**src/rtl/vrased_defs.sv**
```systemverilog
// rtl/vrased_defs.sv - shared state encoding and cause bit indices for the VRASED reset sequencer
package vrased_defs;

  typedef logic [1:0] seq_state_t;

  // Episode states; puc_req is asserted in HOLD and DRAIN only
  localparam seq_state_t ST_IDLE  = 2'd0;
  localparam seq_state_t ST_HOLD  = 2'd1;
  localparam seq_state_t ST_DRAIN = 2'd2;
  localparam seq_state_t ST_QUIET = 2'd3;

  // Bit positions of the monitor's per-check violation flags
  localparam int CAUSE_XSTACK    = 0;
  localparam int CAUSE_AC        = 1;
  localparam int CAUSE_ATOMIC    = 2;
  localparam int CAUSE_DMAAC     = 3;
  localparam int CAUSE_DMADETECT = 4;
  localparam int CAUSE_DMAXSTACK = 5;

  localparam int NCAUSE_DEF = 6;

  // Timer reload value for an n-cycle interval counted down to zero
  function automatic logic [7:0] timer_load(input int n);
    return 8'(n - 1);
  endfunction

endpackage

```
**src/rtl/vrased_sat_counter.sv**
```systemverilog
// rtl/vrased_sat_counter.sv - saturating up-counter for the violation episode count
module vrased_sat_counter #(
  parameter int W = 8
) (
  input  logic         clk,
  input  logic         reset_n,
  input  logic         inc,
  output logic [W-1:0] value
);

  // Count up on inc, sticking at all-ones until reset_n
  always_ff @(posedge clk or negedge reset_n) begin
    if (!reset_n) begin
      value <= '0;
    end else if (inc && (value != {W{1'b1}})) begin
      value <= value + W'(1);
    end
  end

endmodule

```
**src/rtl/vrased_reset_seq.sv**
```systemverilog
// rtl/vrased_reset_seq.sv - stretches VRASED violation resets into a glitch-free PUC request and latches status
module vrased_reset_seq
  import vrased_defs::*;
#(
  parameter int HOLD_CYCLES  = 8,
  parameter int QUIET_CYCLES = 4,
  parameter int CNT_W        = 8,
  parameter int NCAUSE       = NCAUSE_DEF
) (
  input  logic              clk,
  input  logic              reset_n,
  input  logic              vrased_reset,
  input  logic [NCAUSE-1:0] cause_in,
  input  logic [15:0]       pc,
  input  logic              clr_status,
  output logic              puc_req,
  output logic              busy,
  output logic [NCAUSE-1:0] cause_latched,
  output logic [15:0]       viol_pc,
  output logic [CNT_W-1:0]  viol_count
);

  localparam logic [7:0] HOLD_LOAD  = timer_load(HOLD_CYCLES);
  localparam logic [7:0] QUIET_LOAD = timer_load(QUIET_CYCLES);

  seq_state_t        state, state_nxt;
  logic [7:0]        timer, timer_nxt;
  logic [NCAUSE-1:0] cause_nxt;
  logic [15:0]       pc_nxt;
  logic              episode_start;

  // Next-state, timer and status-latch decisions for the episode FSM.
  // When HOLD expires with the violation already gone, DRAIN has nothing to
  // wait for, so the FSM steps straight to QUIET and puc_req stays high for
  // exactly HOLD_CYCLES; DRAIN is only occupied while vrased_reset persists.
  always_comb begin
    state_nxt     = state;
    timer_nxt     = timer;
    cause_nxt     = cause_latched;
    pc_nxt        = viol_pc;
    episode_start = 1'b0;
    case (state)
      ST_IDLE: begin
        if (vrased_reset) begin
          state_nxt     = ST_HOLD;
          timer_nxt     = HOLD_LOAD;
          cause_nxt     = cause_in;
          pc_nxt        = pc;
          episode_start = 1'b1;
        end else if (clr_status) begin
          cause_nxt = '0;
          pc_nxt    = '0;
        end
      end
      ST_HOLD: begin
        cause_nxt = cause_latched | cause_in;
        if (timer == 8'd0) begin
          if (vrased_reset) begin
            state_nxt = ST_DRAIN;
          end else begin
            state_nxt = ST_QUIET;
            timer_nxt = QUIET_LOAD;
          end
        end else begin
          timer_nxt = timer - 8'd1;
        end
      end
      ST_DRAIN: begin
        cause_nxt = cause_latched | cause_in;
        if (!vrased_reset) begin
          state_nxt = ST_QUIET;
          timer_nxt = QUIET_LOAD;
        end
      end
      ST_QUIET: begin
        if (vrased_reset) begin
          state_nxt = ST_HOLD;
          timer_nxt = HOLD_LOAD;
          cause_nxt = cause_latched | cause_in;
        end else if (timer == 8'd0) begin
          state_nxt = ST_IDLE;
        end else begin
          timer_nxt = timer - 8'd1;
        end
      end
      default: state_nxt = ST_IDLE;
    endcase
  end

  // Register state, timer, status and the decoded outputs so puc_req and busy come straight from flops
  always_ff @(posedge clk or negedge reset_n) begin
    if (!reset_n) begin
      state         <= ST_IDLE;
      timer         <= 8'd0;
      puc_req       <= 1'b0;
      busy          <= 1'b0;
      cause_latched <= '0;
      viol_pc       <= 16'd0;
    end else begin
      state         <= state_nxt;
      timer         <= timer_nxt;
      puc_req       <= (state_nxt == ST_HOLD) || (state_nxt == ST_DRAIN);
      busy          <= (state_nxt != ST_IDLE);
      cause_latched <= cause_nxt;
      viol_pc       <= pc_nxt;
    end
  end

  vrased_sat_counter #(
    .W(CNT_W)
  ) u_viol_cnt (
    .clk    (clk),
    .reset_n(reset_n),
    .inc    (episode_start),
    .value  (viol_count)
  );

endmodule

```
**config.mk**
```make
export PLATFORM = sky130hd
export DESIGN_NAME = vrased_reset_seq
export DESIGN_NICKNAME = d
export VERILOG_FILES = /design/src/rtl/vrased_defs.sv /design/src/rtl/vrased_sat_counter.sv /design/src/rtl/vrased_reset_seq.sv
export SDC_FILE = /design/constraint.sdc
export NUM_CORES = 1
export LEC_CHECK = 0
export ABC_AREA = 1
export CAP_MARGIN = 20
export CORE_UTILIZATION = 44
export DETAILED_ROUTE_END_ITERATION = 8
export PLACE_DENSITY = 0.73
export SYNTH_ARGS = -nofsm -noshare
export SYNTH_HDL_FRONTEND = slang
export SYNTH_HIERARCHICAL = 1
export SYNTH_SLANG_ARGS = --single-unit
```
**constraint.sdc**
```tcl
create_clock -name clk -period 1.53 [get_ports clk]
set_clock_uncertainty 0.1 [all_clocks]
set_input_delay 0.306 -clock clk [delete_from_list [all_inputs] [get_ports clk]]
set_output_delay 0.306 -clock clk [all_outputs]
set_load 0.01 [all_outputs]
```
==> impl_metrics.json <==
{
  "failed_checks": "setup timing",
  "clkSinkCount": 42,
  "routed_wl_mm": 5.89,
  "cts_max_level": 2,
  "crit_arrival_ps": 1650,
  "fin_crit_ps": 1560,
  "ys_types": 26,
  "fin_nets": 430,
  "setup-violations-final": 3,
  "firstDrtPassIters": 5,
  "leakage_uw": 0.00183,
  "ant_nets": 0,
  "critPathMaxFanout": 5,
  "row_count": 25,
  "synth_seq_cells": 42,
  "cp_slowest_cell": "dfrtp_1",
  "cts_tree": "yes",
  "netlist_area_um2": 2230,
  "final_cell_mix": "nand2_1, buf_4, dfrtp_1",
  "worst_slack_ps": -28.5,
  "tightest_slew_ps": 426,
  "remaining_drc_errors": 0,
  "critPathTopFamily": "simple AND/OR/NAND/NOR gates",
  "path_class": "register to register",
  "timing.setup.tns_ps": -46.6,
  "cp-start-kind": "register",
  "final-hold-violation-count": 0,
  "slowest_delay_ps": 400,
  "r2r_setup_slack_ps": -30,
  "die_area_um2": 5360,
  "place_hpwl_mm": 3.89,
  "rsz0062_at_grt": "yes",
  "period_share": 1.02,
  "vias_per_cell": 4.89,
  "pre_cts_slack_ps": -351,
  "status": "complete, but fails checks",
  "drtIter0Drc": 95,
  "fmax_ghz": 0.642,
  "total_power_uw": 6430,
  "vdd_drop_max_v": 0.000945,
  "vias": 2292,
  "die_h_um": 73.2,
  "drv_cap": 0,
  "startpoint": "timer[1]$_DFFE_PN0P_",
  "final_cell_area_um2": 3580,
  "grt_pass1_wl_mm": 9.29,
  "r2r_end": "puc_req$_DFF_PN0_",
  "timing.rr.start": "timer[1]$_DFFE_PN0P_",
  "grt_util_met1": 0.275,
  "io_pins": 58,
  "synth_seq_area_share": 0.471,
  "gp_congestion": 0.826,
  "power_density_nw_per_um2": 1800,
  "yosys_warnings": 6,
  "worst-path-stages": 9,
  "cts-root-buf": "clkbuf_8",
  "globalRouteMet2Util": 0.390,
  "io_buffers": 57,
  "final_layout_size_suffix_gt1_frac": 0.286,
  "clkTransAtPathRegs_ps": 80,
  "path_buf_inv": 2,
  "crit_chain": "inv_2 > ha_4 > nand2_8 > nor2_8 > nand2_4 > nand3_2 > nand2_2 > inv_2 > ha_4",
  "area_delta_synth_final_pct": 60.2,
  "slew_viol_final": 0,
  "grt-ovfl-total": 0,
  "core_area_um2": 4820,
  "max_slew_margin": 0.716,
  "grtUsageTotal": 0.228,
  "grt_max_degree": 23,
  "wl_per_cell_um": 12.6,
  "clockBufferDepth": 2,
  "antenna_cells": 0,
  "critPathRequiredTime_ps": 1620,
  "busiest_layer": "met2",
  "layout_commonest_cell": "nand2_1",
  "clkLatencyLatePin_ps": 290,
  "syn_inst": 292,
  "grt_util_met3": 0.0677,
  "cts_buffers": 5,
  "syn_avg_cell_area_um2": 7.65,
  "syn_nets": 321,
  "fp.dieW_um": 73.2,
  "start_util": 0.464,
  "r2r_cells": 9,
  "place_area_um2": 3180,
  "antenna_found_initial": 0,
  "grt_pass1_vias": 2119,
  "hold_path.class": "input pin to async pin",
  "worst_setup_path_end_kind": "register"
}
-- worst reg2reg max path, cell delays in order (launching register included) --
cell	delay (ps)
dfrtp_1	400
inv_2	90
ha_4	180
nand2_8	70
nor2_8	160
nand2_4	70
nand3_2	80
nand2_2	60
inv_2	60
ha_4	190
-- Yosys cell counts, drive strengths merged --
cell    count  area [µm²]
a21oi       1        5.00
buf         2        12.5
clkbuf      4        15.0
dfrtp      42        1050
ha          3        37.5
inv        28         110
nand2     126         532
nand3      18        90.1
nand4       1        6.26
nor2       26         151
nor3        1        5.00
nor3b       1        7.51
o21ai      36         184
xnor2       2        17.5
xor2        1        8.76
-- registers in the layout, indices dropped and copies added, names as in the netlist --
| register | flops |
|---|---|
| u_viol_cnt/value | 8 |
| cause_latched | 6 |
| puc_req | 1 |
| busy | 1 |
| state | 2 |
| timer | 8 |
| viol_pc | 16 |
-- per-layer routing --
metal,part of all wire,wire length (µm)
met1,0.42,2480
met2,0.50,2970
met3,0.058,340
met4,0.017,102
met5,0,0
-- timing repair --
item | 4_1_cts | 5_1_grt
hold endpoints to repair | 15 | 0
hold buffers | 1 | 0
endpoints found under the setup margin | 42 | 19
buffers inserted | 9 | 7
pin swaps | 8 | 28
resized for setup | 38 | 47
-- per-stage QoR --
step | std cells | utilization | hold WS [ps]
after floorplan | 292 | - | -89.6
after global placement | 446 | 0.661 | 167
after detailed placement | 446 | 0.661 | 170
after CTS | 464 | 0.701 | 392
after global routing | 469 | 0.743 | 424
final | 469 | 0.743 | 391
-- where the power goes --
group	leakage, µW	switching [µW]	internal (µW)
clock	0.0000683	403	654
combinational	0.00126	1970	1640
sequential	0.000509	248	1520
-- logic make-up (layout without fill, tap and decap cells) --
| logic type | Yosys count | count (layout) | synth area share |
|---|---|---|---|
| compound gates | 37 | 37 | 0.0846 |
| xor+xnor | 3 | 3 | 0.0118 |
| simple gates | 173 | 173 | 0.355 |
| flops | 42 | 42 | 0.471 |
| buf+inv | 34 | 144 | 0.0616 |
| fa+ha+maj | 3 | 3 | 0.0168 |
-- worst max path at each step --
stage	endpoint	slack, ps
4_1_cts	puc_req$_DFF_PN0_	-60
2_1_floorplan	u_viol_cnt/value[3]$_DFFE_PN0P_	-30
3_5_place_dp	puc_req$_DFF_PN0_	-350
3_3_place_gp	puc_req$_DFF_PN0_	-300
6_report	puc_req$_DFF_PN0_	-30
5_1_grt	timer[6]$_DFFE_PN0P_	-120
-- layout make-up --
class	instances	area [µm²]
inverter	28	113
tap	67	83.8
multi-input combinational	216	1220
clock buffer	5	68.8
fill	375	1240
timing repair buffer	108	966
sequential	42	1050
clock inverter	3	68.8
(Power assumes the default switching activity.)
